==> src/rtl/qam_demod.sv <==
// Coherent I/Q QAM demodulator: integrate-and-dump correlators, Gray slicer and bit serializer.
// Define QAM_16_EN for 16-QAM (4 bits/symbol); the default build is 4-QAM (2 bits/symbol).
module qam_demod #(
    parameter int SAMPLES_PER_SYM = 16,
    parameter int ACC_W           = 34,
    parameter int THRESH          = 2**24
) (
    input  logic               inp_clk,
    input  logic               rst,
    input  logic               initialize,
    input  logic               sample_valid,
    input  logic signed [16:0] rx_sample,
    input  logic signed [11:0] cosine,
    input  logic signed [11:0] sine,
    output logic               outputbit,
    output logic               bit_valid,
    output logic               sym_valid,
    output logic [1:0]         i_bits,
    output logic [1:0]         q_bits,
    output logic               overrun
);

    typedef enum logic [1:0] {IDLE, ACCUM, DECIDE, SHIFT} state_t;

    localparam int CNT_W = $clog2(SAMPLES_PER_SYM);
    localparam logic [CNT_W-1:0] LAST_CNT = CNT_W'(SAMPLES_PER_SYM - 1);
    localparam logic signed [ACC_W:0] SAT_MAX = $signed({2'b00, {(ACC_W-1){1'b1}}});
    localparam logic signed [ACC_W:0] SAT_MIN = -SAT_MAX;
`ifdef QAM_16_EN
    localparam logic [2:0] BITS_PER_SYM = 3'd4;
    localparam logic [ACC_W-1:0] THRESH_V = ACC_W'(THRESH);
`else
    localparam logic [2:0] BITS_PER_SYM = 3'd2;
`endif

    state_t                   state, state_nxt;
    logic [CNT_W-1:0]         sample_cnt;
    logic signed [ACC_W-1:0]  acc_i, acc_q, acc_i_nxt, acc_q_nxt;
    logic signed [28:0]       prod_i, prod_q;
    logic [3:0]               shreg, load_bits;
    logic [2:0]               bits_left;
    logic [1:0]               dec_i, dec_q;
    logic                     last_sample;

    // Symmetric clamp: the most negative code is never produced, so |acc| always fits.
    function automatic logic signed [ACC_W-1:0] sat_add(
        input logic signed [ACC_W-1:0] a,
        input logic signed [28:0]      p
    );
        logic signed [ACC_W:0] s;
        s = $signed({a[ACC_W-1], a}) + (ACC_W+1)'(p);
        if (s > SAT_MAX)
            return SAT_MAX[ACC_W-1:0];
        else if (s < SAT_MIN)
            return SAT_MIN[ACC_W-1:0];
        else
            return s[ACC_W-1:0];
    endfunction

    assign prod_i      = rx_sample * cosine;
    assign prod_q      = rx_sample * sine;
    assign last_sample = sample_valid && (sample_cnt == LAST_CNT);

    // The decision cycle dumps the integrators, so a sample arriving then starts from zero.
    assign acc_i_nxt = sat_add((state == DECIDE) ? '0 : acc_i, prod_i);
    assign acc_q_nxt = sat_add((state == DECIDE) ? '0 : acc_q, prod_q);

`ifdef QAM_16_EN
    logic [ACC_W-1:0] mag_i, mag_q;
    assign mag_i     = acc_i[ACC_W-1] ? -acc_i : acc_i;
    assign mag_q     = acc_q[ACC_W-1] ? -acc_q : acc_q;
    // Gray map: sign bit first, then "inner level" bit (-3:00, -1:01, +1:11, +3:10).
    assign dec_i     = {~acc_i[ACC_W-1], mag_i < THRESH_V};
    assign dec_q     = {~acc_q[ACC_W-1], mag_q < THRESH_V};
    assign load_bits = {dec_i, dec_q};
`else
    assign dec_i     = {~acc_i[ACC_W-1], 1'b0};
    assign dec_q     = {~acc_q[ACC_W-1], 1'b0};
    assign load_bits = {dec_i[1], dec_q[1], 2'b00};
`endif

    always_comb begin
        // NOTE: default first so every path assigns state_nxt and no latch is inferred.
        state_nxt = state;
        unique case (state)
            IDLE:   if (sample_valid) state_nxt = last_sample ? DECIDE : ACCUM;
            ACCUM:  if (last_sample)  state_nxt = DECIDE;
            DECIDE: state_nxt = SHIFT;
            SHIFT: begin
                if (last_sample)
                    state_nxt = DECIDE;
                else if (bits_left == 3'd1)
                    state_nxt = ACCUM;
            end
            default: state_nxt = IDLE;
        endcase
        if (initialize)
            state_nxt = IDLE;
    end

    // NOTE: non-blocking assignments throughout so every register samples pre-edge values.
    always_ff @(posedge inp_clk or posedge rst) begin
        if (rst) begin
            state      <= IDLE;
            sample_cnt <= '0;
            acc_i      <= '0;
            acc_q      <= '0;
            shreg      <= '0;
            bits_left  <= '0;
            outputbit  <= 1'b0;
            bit_valid  <= 1'b0;
            sym_valid  <= 1'b0;
            i_bits     <= '0;
            q_bits     <= '0;
            overrun    <= 1'b0;
        end else if (initialize) begin
            state      <= IDLE;
            sample_cnt <= '0;
            acc_i      <= '0;
            acc_q      <= '0;
            shreg      <= '0;
            bits_left  <= '0;
            outputbit  <= 1'b0;
            bit_valid  <= 1'b0;
            sym_valid  <= 1'b0;
            overrun    <= 1'b0;
        end else begin
            state     <= state_nxt;
            sym_valid <= (state == DECIDE);

            if (sample_valid) begin
                acc_i      <= acc_i_nxt;
                acc_q      <= acc_q_nxt;
                sample_cnt <= last_sample ? '0 : sample_cnt + CNT_W'(1);
            end else if (state == DECIDE) begin
                acc_i <= '0;
                acc_q <= '0;
            end

            if (state == DECIDE) begin
                i_bits    <= dec_i;
                q_bits    <= dec_q;
                shreg     <= load_bits;
                bits_left <= BITS_PER_SYM;
                bit_valid <= 1'b0;
                overrun   <= overrun | (bits_left != 3'd0);
            end else if (state == SHIFT) begin
                outputbit <= shreg[3];
                shreg     <= {shreg[2:0], 1'b0};
                bits_left <= bits_left - 3'd1;
                bit_valid <= 1'b1;
            end else begin
                bit_valid <= 1'b0;
            end
        end
    end

endmodule
==> config.mk <==
export PLATFORM = sky130hd
export DESIGN_NAME = qam_demod
export DESIGN_NICKNAME = d
export VERILOG_FILES = /design/src/rtl/qam_demod.sv
export SDC_FILE = /design/constraint.sdc
export NUM_CORES = 2
export LEC_CHECK = 0
export ABC_CLOCK_PERIOD_IN_PS = 7180
export BUFFER_PORTS_ARGS = -buffer_cell sky130_fd_sc_hd__buf_2
export CAP_MARGIN = 15
export CORE_MARGIN = 3
export CORE_UTILIZATION = 50
export CTS_BUF_LIST = sky130_fd_sc_hd__clkbuf_4
export DETAILED_ROUTE_END_ITERATION = 16
export MAX_ROUTING_LAYER = met4
export PLACE_DENSITY = 0.62
export SLEW_MARGIN = 20
export SYNTH_ARGS = -nofsm -noshare
export SYNTH_HDL_FRONTEND = slang
export SYNTH_SLANG_ARGS = --single-unit
==> constraint.sdc <==
create_clock -name inp_clk -period 7.18 [get_ports inp_clk]
set_input_delay 0.359 -clock inp_clk [delete_from_list [all_inputs] [get_ports inp_clk]]
set_output_delay 0.359 -clock inp_clk [all_outputs]
set_load 0.02 [all_outputs]
==> results.json <==
{
  "drive_gt1_frac": 0.0780,
  "synth.mux.area_fraction": 0.00325,
  "dr.pass1.iters": 5,
  "cp_data_required_time_ns": 7.62,
  "slew_headroom": 0.180,
  "synth_xor_area_frac": 0.0212,
  "crit_type": "reg -> reg",
  "numCtsBuffers": 9,
  "fin_nets": 3184,
  "fin_ws_ns": 0.266,
  "antenna_found_initial": 1,
  "yosysWarnings": 0,
  "wl_per_cell_microns": 19.7,
  "yosys.area_share.simple": 0.163,
  "syn-cell-area_sq_mm": 0.0227,
  "setup_viol": 0,
  "slowest_stage": "fa_1",
  "outcome": "complete, no violations",
  "grt_pass1_wl_microns": 99100,
  "grt_use_total": 0.272,
  "drcViolationCount": 0,
  "dieArea_sq_mm": 0.0481,
  "period_needed_ns": 6.91,
  "post-route-period-util": 0.963,
  "overflow": 0,
  "cpPeakStageDelay_ns": 0.52,
  "synthArstFlopShare": 1.00,
  "clkLatencyLatePin_ns": 0.57,
  "fin_skew_ns": 0.0267,
  "synth_top_family_by_area": "adder cells",
  "pre_cts_slack_ns": -0.0507,
  "drt-total-wl_microns": 60400,
  "clk_pin_slew_ns": 0.18,
  "endpoint_kind": "flip-flop",
  "crit_fanout": 15,
  "holdWs_ns": 0.396,
  "hpwl_microns": 48700,
  "cap_viol_max_count": 0,
  "clkSinkCount": 85,
  "die_y_microns": 219,
  "syn2layout_area_growth_pct": 6.55,
  "cts_tree": "built",
  "grt_pass1_vias": 18536,
  "clock.fmax_ghz": 0.145,
  "start_util": 0.510,
  "vias": 17451,
  "fp-row-count": 77,
  "cts_max_path_buffers": 2,
  "synth_edf_count": 0,
  "io-pin-count": 53,
  "synth_compound_area_frac": 0.100,
  "num-fill-cells": 4119,
  "yosys.area_share.adder": 0.530,
  "rsz0062_at_grt": "no",
  "h-tree-depth": 3,
  "drt_iter0_drc": 1269,
  "cp_common_cell": "fa_1",
  "syn_area_per_cell_sq_um": 9.32,
  "viasPerCell": 5.69,
  "cts_root_buf": "clkbuf_4",
  "synth_cell_type_count": 84,
  "ant_nets": 0,
  "worstPathArrival_ns": 7.35,
  "hold_class": "in -> async",
  "place.gp.congestion": 0.918,
  "drv_slew": 0,
  "syn_inst": 2440,
  "die_w_microns": 219,
  "port_buffers": 50,
  "coreArea_sq_mm": 0.0446,
  "tightest_slew_ns": 1.22,
  "grt_max_degree": 56,
  "setup.worst_path.start_class": "flip-flop",
  "ys_seq_area_frac": 0.0936,
  "ys_ff_latch": 85,
  "hold_viol": 0,
  "synth_ff_type": "dfrtp_1"
}
[placed cells by master, fill, tap and decap left out, types with 46 or more instances in the layout]
| cell type | netlist | layout |
|---|---|---|
| fa_1 | 484 | 484 |
| inv_1 | 406 | 403 |
| nand2_1 | 275 | 275 |
| and2_1 | 190 | 190 |
| ha_1 | 187 | 185 |
| nor2_1 | 116 | 116 |
| a21oi_1 | 110 | 107 |
| dfrtp_1 | 85 | 84 |
| buf_4 | 3 | 80 |
| o21ai_0 | 57 | 56 |
| buf_2 | 12 | 50 |
| nor2b_1 | 46 | 46 |
[cells in the mapped netlist (all sizes together) (4+ instances only)]
cell,n,area [sq um]
o21ai,72,368
and2,190,1190
nor2b,46,288
a211oi,35,273
nor4,12,87.6
nand2b,11,68.8
or3,10,62.6
a2111oi,9,118
mux2i,4,40.0
nor2,116,435
o31ai,5,37.5
o221ai,4,35.0
a31oi,9,56.3
dfrtp,85,2130
clkbuf,105,395
xor2,24,210
a221oi,5,50.0
nor3b,5,42.5
xnor2,31,272
fa,484,9690
o21bai,6,45.0
nand3,12,60.1
a21o,19,143
o211ai,5,37.5
and3,9,56.3
or2,4,25.0
o311ai,5,43.8
nor3,21,105
o21a,12,90.1
a21oi,112,568
nand4,15,93.8
buf,20,109
a21boi,5,37.5
ha,187,2340
o22ai,12,75.1
and4,4,35.0
nand2,276,1040
inv,406,1520
[worst max-delay path, delay by kind of cell, from the launching register on]
| family | cells | cell delay [ns] |
|---|---|---|
| and+or+nand+nor | 2 | 0.44 |
| AOI/OAI and AO/OA | 9 | 2.10 |
| buffers and inverters | 7 | 0.88 |
| DFF | 1 | 0.45 |
| adders and majority gates | 7 | 2.91 |
[cells by family (layout without fill, tap and decap cells)]
group           count (synthesis)  after routing
buf+inv                       533            565
other cells                     1              4
xor+xnor                       55             55
fa+ha+maj                     672            672
mux                             7              7
simple gates                  742            742
flops                          85             85
compound gates                345            345
[worst paths after layout]
kind | startpoint | cells after the start | slack [ns] | endpoint
worst max-delay path | state[1] | 25 | 0.27 | acc_q[5]
worst min-delay path | rst | 3 | 0.40 | acc_q[33]
worst max register to register | state[1] | 25 | 0.27 | acc_q[5]
worst min register to register | i_bits[1] | 2 | 0.50 | i_bits[1]
max in group asynchronous | rst | 4 | 5.57 | state[0]
min in group inp_clk | initialize | 2 | 0.40 | acc_q[32]
[state kept, by name, indices dropped and copies added, names as in the netlist]
signal / flops
outputbit: 1
overrun: 1
state: 2
q_bits: 1
bits_left: 3
sample_cnt: 4
shreg: 2
acc_i: 34
i_bits: 1
bit_valid: 1
acc_q: 34
sym_valid: 1
[metal layers]
metal / global-route usage / vias up / routed length [microns]
met5: - / - / 0
met4: 0.0648 / 0 / 1260
met3: 0.0298 / 66 / 3900
met2: 0.423 / 595 / 28400
met1: 0.387 / 9045 / 26900
li1: - / 7745 / -
[through the flow]
| stage | std cells | setup TNS, ns | instance area, sq um | utilization |
|---|---|---|---|---|
| global placement | 3040 | 0 | 23900 | 0.537 |
| CTS | 3057 | 0 | 24100 | 0.540 |
| floorplan | 2441 | 0 | 22700 | - |
| detailed placement | 3040 | -0.301 | 23900 | 0.537 |
| global route | 3066 | 0 | 24200 | 0.543 |
| finish | 3067 | 0 | 24200 | 0.543 |
[final cells by class]
type                    count  area, sq um  share of cell area
multi-input cells        1823        18600               0.769
well taps                 592          741              0.0306
clock inverters             6         53.8             0.00222
flip-flops and latches     85         2130              0.0879
clock buffers              10         75.1             0.00310
inverters                 408         1540              0.0634
diodes                      2         5.00            0.000207
repair buffers            141         1060              0.0439
[what timing repair did]
item | CTS | global route
hold buffers | 1 | 0
gates resized for setup | 0 | 15
hold endpoints to repair | 38 | 0
buffers inserted | 0 | 5
setup endpoints to repair | 0 | 46
Power is left out: the tool's default activity adds up to more than one toggle a clock period on the data nets, which glitch-free logic cannot reach.
